--- src/rtl/decode_sb_pkg.sv ---
// Shared RV32I decode definitions: opcodes, instruction field extraction and
// the instruction format classes used by the decode stage.
package decode_sb_pkg;

  localparam logic [6:0] OPC_LUI    = 7'b0110111;
  localparam logic [6:0] OPC_AUIPC  = 7'b0010111;
  localparam logic [6:0] OPC_JAL    = 7'b1101111;
  localparam logic [6:0] OPC_JALR   = 7'b1100111;
  localparam logic [6:0] OPC_BRANCH = 7'b1100011;
  localparam logic [6:0] OPC_LOAD   = 7'b0000011;
  localparam logic [6:0] OPC_STORE  = 7'b0100011;
  localparam logic [6:0] OPC_OPIMM  = 7'b0010011;
  localparam logic [6:0] OPC_OP     = 7'b0110011;

  typedef enum logic [2:0] {
    CLS_R, CLS_I, CLS_S, CLS_B, CLS_U, CLS_J, CLS_ILL
  } inst_cls_e;

  function automatic logic [6:0] f_opcode(input logic [31:0] inst);
    return inst[6:0];
  endfunction

  function automatic logic [4:0] f_rd(input logic [31:0] inst);
    return inst[11:7];
  endfunction

  function automatic logic [4:0] f_rs1(input logic [31:0] inst);
    return inst[19:15];
  endfunction

  function automatic logic [4:0] f_rs2(input logic [31:0] inst);
    return inst[24:20];
  endfunction

  function automatic inst_cls_e classify(input logic [6:0] opc);
    case (opc)
      OPC_OP:                       return CLS_R;
      OPC_OPIMM, OPC_JALR, OPC_LOAD: return CLS_I;
      OPC_STORE:                    return CLS_S;
      OPC_BRANCH:                   return CLS_B;
      OPC_LUI, OPC_AUIPC:           return CLS_U;
      OPC_JAL:                      return CLS_J;
      default:                      return CLS_ILL;
    endcase
  endfunction

endpackage

--- src/rtl/decode_sb_if.sv ---
// Decode stage bus: fetch-side handshake, regfile read ports, writeback
// ports, flush and the registered execute-side output.
interface decode_sb_if #(
    parameter int XLEN   = 32,
    parameter int NUM_WB = 2
);
    logic                   valid_i;
    logic                   ready_o;
    logic [31:0]            pc_i;
    logic [31:0]            inst_i;
    logic [4:0]             rs1num_o;
    logic [4:0]             rs2num_o;
    logic [XLEN-1:0]        r0data_i;
    logic [XLEN-1:0]        r1data_i;
    logic [NUM_WB-1:0]      wb_valid_i;
    logic [5*NUM_WB-1:0]    wb_rd_i;
    logic [XLEN*NUM_WB-1:0] wb_data_i;
    logic                   flush_i;
    logic                   valid_ro;
    logic                   ready_i;
    logic [31:0]            pc_ro;
    logic [31:0]            inst_ro;
    logic [4:0]             rd_ro;
    logic [XLEN-1:0]        r0data_ro;
    logic [XLEN-1:0]        r1data_ro;
    logic [XLEN-1:0]        imm_ro;
    logic                   illegal_ro;

    modport slave (
        input  valid_i, pc_i, inst_i, r0data_i, r1data_i, wb_valid_i, wb_rd_i,
               wb_data_i, flush_i, ready_i,
        output ready_o, rs1num_o, rs2num_o, valid_ro, pc_ro, inst_ro, rd_ro,
               r0data_ro, r1data_ro, imm_ro, illegal_ro
    );

    modport master (
        output valid_i, pc_i, inst_i, r0data_i, r1data_i, wb_valid_i, wb_rd_i,
               wb_data_i, flush_i, ready_i,
        input  ready_o, rs1num_o, rs2num_o, valid_ro, pc_ro, inst_ro, rd_ro,
               r0data_ro, r1data_ro, imm_ro, illegal_ro
    );
endinterface

--- src/rtl/decode_scoreboard.sv ---
// Pending-destination scoreboard: one bit per architectural register, cleared
// by writebacks, set by issued instructions, looked up for RAW/WAW hazards.
module decode_scoreboard #(
    parameter int NUM_REGS = 32,
    parameter int NUM_WB   = 2
) (
    input  logic                clk,
    input  logic                rst,
    input  logic [4:0]          rs1,
    input  logic [4:0]          rs2,
    input  logic [4:0]          rd,
    input  logic                rs1_use,
    input  logic                rs2_use,
    input  logic                rd_use,
    input  logic                set_i,
    input  logic [NUM_WB-1:0]   wb_valid,
    input  logic [5*NUM_WB-1:0] wb_rd,
    output logic                hazard_o
);

    logic [NUM_REGS-1:0] sb;
    logic [31:0]         pend;
    logic [31:0]         clr;
    logic [31:0]         set;

    // Lookups run over the full 5-bit index space; RV32E callers never flag
    // an index >= 16 as used, so the zero padding is never consulted.
    assign pend = 32'(sb);

    // NOTE: every always_comb output gets a default before any condition, so
    // no path leaves it unassigned and no latch is inferred.
    always_comb begin
        clr = '0;
        for (int k = 0; k < NUM_WB; k++) begin
            if (wb_valid[k] && (wb_rd[5*k +: 5] != 5'd0)) clr[wb_rd[5*k +: 5]] = 1'b1;
        end
        set = '0;
        if (set_i && rd_use) set[rd] = 1'b1;
    end

    assign hazard_o = (rs1_use && pend[rs1] && !clr[rs1]) ||
                      (rs2_use && pend[rs2] && !clr[rs2]) ||
                      (rd_use  && pend[rd]  && !clr[rd]);

    // NOTE: state uses non-blocking assignments so every flop samples the
    // pre-edge values regardless of statement order.
    always_ff @(posedge clk or negedge rst) begin
        if (!rst) sb <= '0;
        else      sb <= (sb & ~clr[NUM_REGS-1:0]) | set[NUM_REGS-1:0];
    end

endmodule

--- src/rtl/decode_sb.sv ---
// RV32I decode stage with scoreboard stalls, writeback forwarding, flush and a
// single registered output slot towards execute.
module decode_sb
    import decode_sb_pkg::*;
#(
    parameter int XLEN     = 32,
    parameter int NUM_REGS = 32,
    parameter int NUM_WB   = 2
) (
    input logic       clk,
    input logic       rst,
    decode_sb_if.slave bus
);

    logic [31:0]     inst;
    inst_cls_e       cls;
    logic [4:0]      rs1, rs2, rd;
    logic            rs1_use, rs2_use, rd_wr, bad_reg, illegal;
    logic            hazard, cke, fire;
    logic [XLEN-1:0] imm;

    logic            valid_q, ill_q;
    logic [31:0]     pc_q, inst_q;
    logic [4:0]      rd_q;
    logic [XLEN-1:0] r0_q, r1_q, imm_q;

    assign inst = bus.inst_i;
    assign cls  = classify(f_opcode(inst));
    assign rs1  = f_rs1(inst);
    assign rs2  = f_rs2(inst);
    assign rd   = f_rd(inst);

    assign bus.rs1num_o = rs1;
    assign bus.rs2num_o = rs2;

    always_comb begin
        rs1_use = cls inside {CLS_R, CLS_I, CLS_S, CLS_B};
        rs2_use = cls inside {CLS_R, CLS_S, CLS_B};
        rd_wr   = (cls inside {CLS_R, CLS_I, CLS_U, CLS_J}) && (rd != 5'd0);
        bad_reg = (NUM_REGS == 16) &&
                  ((rs1_use && rs1[4]) || (rs2_use && rs2[4]) || (rd_wr && rd[4]));
        illegal = (cls == CLS_ILL) || bad_reg;
    end

    always_comb begin
        imm = '0;
        case (cls)
            CLS_I: imm = {{(XLEN-12){inst[31]}}, inst[31:20]};
            CLS_S: imm = {{(XLEN-12){inst[31]}}, inst[31:25], inst[11:7]};
            CLS_B: imm = {{(XLEN-13){inst[31]}}, inst[31], inst[7], inst[30:25], inst[11:8], 1'b0};
            CLS_U: imm = XLEN'({inst[31:12], 12'b0});
            CLS_J: imm = {{(XLEN-21){inst[31]}}, inst[31], inst[19:12], inst[20], inst[30:21], 1'b0};
            default: imm = '0;
        endcase
        if (illegal) imm = '0;
    end

    // Ascending scan, so the highest-index matching writeback port wins.
    function automatic logic [XLEN-1:0] forward(
        input logic [4:0]             src,
        input logic [XLEN-1:0]        rf,
        input logic [NUM_WB-1:0]      wbv,
        input logic [5*NUM_WB-1:0]    wbrd,
        input logic [XLEN*NUM_WB-1:0] wbd
    );
        logic [XLEN-1:0] v;
        v = rf;
        for (int k = 0; k < NUM_WB; k++) begin
            if (wbv[k] && (wbrd[5*k +: 5] == src) && (src != 5'd0)) v = wbd[XLEN*k +: XLEN];
        end
        return v;
    endfunction

    decode_scoreboard #(.NUM_REGS(NUM_REGS), .NUM_WB(NUM_WB)) u_sb (
        .clk      (clk),
        .rst      (rst),
        .rs1      (rs1),
        .rs2      (rs2),
        .rd       (rd),
        .rs1_use  (rs1_use && !illegal),
        .rs2_use  (rs2_use && !illegal),
        .rd_use   (rd_wr && !illegal),
        .set_i    (fire),
        .wb_valid (bus.wb_valid_i),
        .wb_rd    (bus.wb_rd_i),
        .hazard_o (hazard)
    );

    assign cke         = !valid_q || bus.ready_i;
    assign bus.ready_o = bus.flush_i || (cke && !hazard);
    assign fire        = bus.valid_i && cke && !hazard && !bus.flush_i;

    // Flush only kills the valid bit; the held payload is don't-care afterwards.
    always_ff @(posedge clk or negedge rst) begin
        if (!rst) begin
            valid_q <= 1'b0;
            pc_q    <= '0;
            inst_q  <= '0;
            rd_q    <= '0;
            r0_q    <= '0;
            r1_q    <= '0;
            imm_q   <= '0;
            ill_q   <= 1'b0;
        end else if (bus.flush_i) begin
            valid_q <= 1'b0;
        end else if (fire) begin
            valid_q <= 1'b1;
            pc_q    <= bus.pc_i;
            inst_q  <= inst;
            rd_q    <= (rd_wr && !illegal) ? rd : 5'd0;
            r0_q    <= forward(rs1, bus.r0data_i, bus.wb_valid_i, bus.wb_rd_i, bus.wb_data_i);
            r1_q    <= forward(rs2, bus.r1data_i, bus.wb_valid_i, bus.wb_rd_i, bus.wb_data_i);
            imm_q   <= imm;
            ill_q   <= illegal;
        end else if (cke) begin
            valid_q <= 1'b0;
        end
    end

    assign bus.valid_ro   = valid_q;
    assign bus.pc_ro      = pc_q;
    assign bus.inst_ro    = inst_q;
    assign bus.rd_ro      = rd_q;
    assign bus.r0data_ro  = r0_q;
    assign bus.r1data_ro  = r1_q;
    assign bus.imm_ro     = imm_q;
    assign bus.illegal_ro = ill_q;

endmodule

--- src/flat_wrapper.sv ---
// flat-port wrapper written by rule: the top's interface ports become plain ports
module decode_sb_flat import decode_sb_pkg::*;
#(
    parameter int XLEN     = 32,
    parameter int NUM_REGS = 32,
    parameter int NUM_WB   = 2
)
  (clk, rst, bus_valid_i, bus_pc_i, bus_inst_i, bus_r0data_i, bus_r1data_i, bus_wb_valid_i, bus_wb_rd_i, bus_wb_data_i, bus_flush_i, bus_ready_i, bus_ready_o, bus_rs1num_o, bus_rs2num_o, bus_valid_ro, bus_pc_ro, bus_inst_ro, bus_rd_ro, bus_r0data_ro, bus_r1data_ro, bus_imm_ro, bus_illegal_ro);
  decode_sb_if #(.XLEN(XLEN), .NUM_WB(NUM_WB)) bus_i ();
  input logic clk;
  input logic rst;
  input wire logic [$bits(bus_i.valid_i)-1:0] bus_valid_i;
  input wire logic [$bits(bus_i.pc_i)-1:0] bus_pc_i;
  input wire logic [$bits(bus_i.inst_i)-1:0] bus_inst_i;
  input wire logic [$bits(bus_i.r0data_i)-1:0] bus_r0data_i;
  input wire logic [$bits(bus_i.r1data_i)-1:0] bus_r1data_i;
  input wire logic [$bits(bus_i.wb_valid_i)-1:0] bus_wb_valid_i;
  input wire logic [$bits(bus_i.wb_rd_i)-1:0] bus_wb_rd_i;
  input wire logic [$bits(bus_i.wb_data_i)-1:0] bus_wb_data_i;
  input wire logic [$bits(bus_i.flush_i)-1:0] bus_flush_i;
  input wire logic [$bits(bus_i.ready_i)-1:0] bus_ready_i;
  output wire logic [$bits(bus_i.ready_o)-1:0] bus_ready_o;
  output wire logic [$bits(bus_i.rs1num_o)-1:0] bus_rs1num_o;
  output wire logic [$bits(bus_i.rs2num_o)-1:0] bus_rs2num_o;
  output wire logic [$bits(bus_i.valid_ro)-1:0] bus_valid_ro;
  output wire logic [$bits(bus_i.pc_ro)-1:0] bus_pc_ro;
  output wire logic [$bits(bus_i.inst_ro)-1:0] bus_inst_ro;
  output wire logic [$bits(bus_i.rd_ro)-1:0] bus_rd_ro;
  output wire logic [$bits(bus_i.r0data_ro)-1:0] bus_r0data_ro;
  output wire logic [$bits(bus_i.r1data_ro)-1:0] bus_r1data_ro;
  output wire logic [$bits(bus_i.imm_ro)-1:0] bus_imm_ro;
  output wire logic [$bits(bus_i.illegal_ro)-1:0] bus_illegal_ro;
  assign bus_i.valid_i = bus_valid_i;
  assign bus_i.pc_i = bus_pc_i;
  assign bus_i.inst_i = bus_inst_i;
  assign bus_i.r0data_i = bus_r0data_i;
  assign bus_i.r1data_i = bus_r1data_i;
  assign bus_i.wb_valid_i = bus_wb_valid_i;
  assign bus_i.wb_rd_i = bus_wb_rd_i;
  assign bus_i.wb_data_i = bus_wb_data_i;
  assign bus_i.flush_i = bus_flush_i;
  assign bus_i.ready_i = bus_ready_i;
  assign bus_ready_o = bus_i.ready_o;
  assign bus_rs1num_o = bus_i.rs1num_o;
  assign bus_rs2num_o = bus_i.rs2num_o;
  assign bus_valid_ro = bus_i.valid_ro;
  assign bus_pc_ro = bus_i.pc_ro;
  assign bus_inst_ro = bus_i.inst_ro;
  assign bus_rd_ro = bus_i.rd_ro;
  assign bus_r0data_ro = bus_i.r0data_ro;
  assign bus_r1data_ro = bus_i.r1data_ro;
  assign bus_imm_ro = bus_i.imm_ro;
  assign bus_illegal_ro = bus_i.illegal_ro;
  decode_sb #(.XLEN(XLEN), .NUM_REGS(NUM_REGS), .NUM_WB(NUM_WB)) u_core (.clk(clk), .rst(rst), .bus(bus_i));
endmodule
--- config.mk ---
export PLATFORM = sky130hd
export DESIGN_NAME = decode_sb_flat
export DESIGN_NICKNAME = d
export VERILOG_FILES = /design/src/rtl/decode_sb_pkg.sv /design/src/rtl/decode_sb_if.sv /design/src/rtl/decode_scoreboard.sv /design/src/rtl/decode_sb.sv /design/src/flat_wrapper.sv
export SDC_FILE = /design/constraint.sdc
export NUM_CORES = 1
export LEC_CHECK = 0
export CAP_MARGIN = 20
export CORE_MARGIN = 2
export CORE_UTILIZATION = 45
export CTS_CLUSTER_SIZE = 40
export DETAILED_ROUTE_END_ITERATION = 10
export GPL_TIMING_DRIVEN = 1
export PLACE_DENSITY_LB_ADDON = 0.15
export SLEW_MARGIN = 20
export SYNTH_ARGS = -nofsm -noshare
export SYNTH_HDL_FRONTEND = slang
export SYNTH_SLANG_ARGS = --single-unit
--- constraint.sdc ---
create_clock -name clk -period 9.01 [get_ports clk]
set_input_delay 1.3515 -clock clk [delete_from_list [all_inputs] [get_ports clk]]
set_output_delay 1.3515 -clock clk [all_outputs]
set_load 0.05 [all_outputs]
==> impl_metrics.ini <==
[clock_tree]
clock_latency_ns = 0.45
post_cts_buffers = 0
cts_hold_buffers = 0
numCtsBuffers = 17
clk_pin_slew_worst_paths_ns = 0.07
cts_tree = done
cts_resized = 0
htreeDepth = 4
cts.path.max_buffers = 2
cts.sinks = 199
root_buffer = clkbuf_16

[floorplan]
dieArea_mm2 = 0.0289
fp.dieW_um = 170
initial_core_util_pct = 45.9
io_pins = 387
die_h_um = 170
coreArea_mm2 = 0.0270
rows = 60

[yosys]
avgSynthCellArea_um2 = 10.3
yosysWarnings = 0
netlist_area_mm2 = 0.0124
synthCells = 1203
ys.flop_type = dfrtp_1
synth_enable_flop_cells = 0
ys_seq_elements = 199
yosysTopAreaCell = dfrtp_1
synth_top_area_share_pct = 40.1
yosys-top-cells-area = dfrtp_1 (40%), mux2_2 (8.5%), mux2i_1 (6.0%), nand2_1 (4.7%), mux4_2 (4.4%)
yosysSeqAreaShare_pct = 40.1
synth_nets = 1413
synth_cell_type_count = 82
synthArstFlopShare_pct = 100

[routing]
postRouteAntennaNets = 0
drt_iter0_drc = 1133
wl_per_cell_um = 24.3
num_vias = 11300
via_per_inst = 6.04
drc = 0
wl_um = 45300
firstDrtPassIters = 6

[grt]
grt_usage_pct = 31.2
grt_pass1_wl_um = 68800
first_global_vias = 11400
grt_max_degree = 127
grt-ovfl-total = 0
antenna_found_initial = 5

[sta]
skew_ns = 0.0229
tightest_slew_ns = 1.11
setup_viol = 0
rsz0062_at_grt = false
holdWs_ns = 0.469
relSlewSlack_pct = 26.1
fmax_ghz = 0.150
slew_violations = 0
period_minus_slack_ns = 6.69
finalHoldViolations = 0
setup_tns_ns = 0
finalCritPeriodShare_pct = 74.2

[critical_path]
rrSetupSlack_ns = 5.01
r2r-end = u_core.bus.r1data_ro[31]
crit_path_end_kind = output pin
critPathMaxFanout = 15
start_kind = primary input
crit_type = in2out
reg2regPathDepth = 8
r2r_start = u_core.u_sb.pend[22]
cp.required_ns = 7.66
crit_end = bus_ready_o
cp-startpoint = bus_wb_valid_i[1]
cp.arrival_ns = 5.33

[final_layout]
design_area_mm2 = 0.0169
multiInputGateArea_mm2 = 0.00684
syn_to_final_growth_pct = 36.4
mostFrequentLayoutCell = clkdlybuf4s50_1
regArea_mm2 = 0.00498
layout.nets = 1717
final_layout_size_suffix_gt1_share_pct = 15.3
mostFrequentLayoutCells = clkdlybuf4s50_1 (383), dfrtp_1 (199), nand2_1 (156)
nFillCells = 2257

[hold_path]
min_path_type = reg2reg
min_from = u_core.u_sb.pend[0]
hold_depth = 0

[pwr]
comb_power_share_pct = 39.3
p_sw_share_pct = 40.1
switching_power_uw = 1270
seqPwrFrac_pct = 35.1
p_int_uw = 1890
p_per_area_mw_per_mm2 = 187
leakage_uw = 0.00642
clkPwrFrac_pct = 25.6
vdd_drop_max_uv = 127

[place]
hpwl_um = 32400
portBuffers = 386
gp_congestion = 0.962
place_area_mm2 = 0.0163

[run_status]
status = completed

[job]
maxCapViolCount = 0
## how the worst min path moves through the flow
| stage | endpoint | slack [ns] |
|---|---|---|
| after floorplan | u_core.u_sb.pend[0] | 0.46 |
| after global placement | u_core.u_sb.pend[0] | 0.45 |
| after detailed placement | u_core.u_sb.pend[0] | 0.44 |
| after CTS | u_core.u_sb.pend[0] | 0.46 |
| after global routing | u_core.u_sb.pend[0] | 0.49 |
| final | u_core.u_sb.pend[0] | 0.47 |
## cells by family after synthesis
group           synth area share, %
compound gates                 14.2
xor+xnor                       1.27
fa+ha+maj                     0.101
buf+inv                        5.13
flops                          40.1
mux                            25.7
simple gates                   13.5
## power by group through the flow
stage	clock [uW]	combinational [uW]	sequential (uW)
4_1_cts	824	1250	1110
6_report	810	1240	1110
2_1_floorplan	0	309	1570
3_5_place_dp	0	1240	1120
5_1_grt	854	1300	1130
3_3_place_gp	0	1240	1120
## area by class of cell
cell class / instances / area share, %
antenna: 5 / 0.0739
clock buffer: 18 / 2.59
clock inverter: 14 / 1.03
inverter: 16 / 0.355
multi-input combinational: 869 / 40.4
sequential: 199 / 29.4
tap: 341 / 2.52
timing repair buffer: 404 / 23.6
## synthesized netlist by cell type, drive strengths merged, types with 21 or more instances
cell / count
o22ai: 29
nand3: 21
mux4: 24
o21ai: 104
clkbuf: 67
nor2: 23
dfrtp: 199
nand2: 156
buf: 52
a21oi: 34
mux2: 159
a22oi: 26
mux2i: 75
## routing by layer
layer	vias up	part of all wire, %	GRT usage, %
met5	-	0	0
met1	5507	39	38.7
met3	102	9.7	9.51
met4	0	3.6	12.6
li1	5053	-	-
met2	612	48	50.9
## flip-flops by register name, indices dropped and copies added (netlist names)
register and count:
u_core.bus.illegal_ro 1, u_core.bus.r1data_ro 32, u_core.bus.r0data_ro 32, u_core.bus.pc_ro 32, u_core.bus.inst_ro 32, u_core.bus.rd_ro 5, u_core.bus.imm_ro 32, u_core.u_sb.pend 32
u_core.bus.valid_ro 1
## stage by stage
stage | setup WS, ns | util (%) | instances | total power [uW]
after floorplan | 2.88 | - | 1203 | 1880
after global placement | 2.26 | 60.3 | 1829 | 2350
after detailed placement | 2.26 | 60.3 | 1829 | 2360
after CTS | 2.25 | 62.6 | 1861 | 3180
after global routing | 2.14 | 62.7 | 1866 | 3280
final | 2.32 | 62.7 | 1866 | 3160
## worst max-delay path: stages
cell	delay, ns
clkdlybuf4s50_1	0.68
nor4bb_1	0.73
a22oi_1	0.36
mux2i_1	0.22
o22ai_1	0.09
nor3_1	0.35
nor4_2	0.10
buf_4	0.21
o41ai_1	0.35
clkdlybuf4s50_1	0.89
No activity file was read; power rests on OpenSTA's default activity.
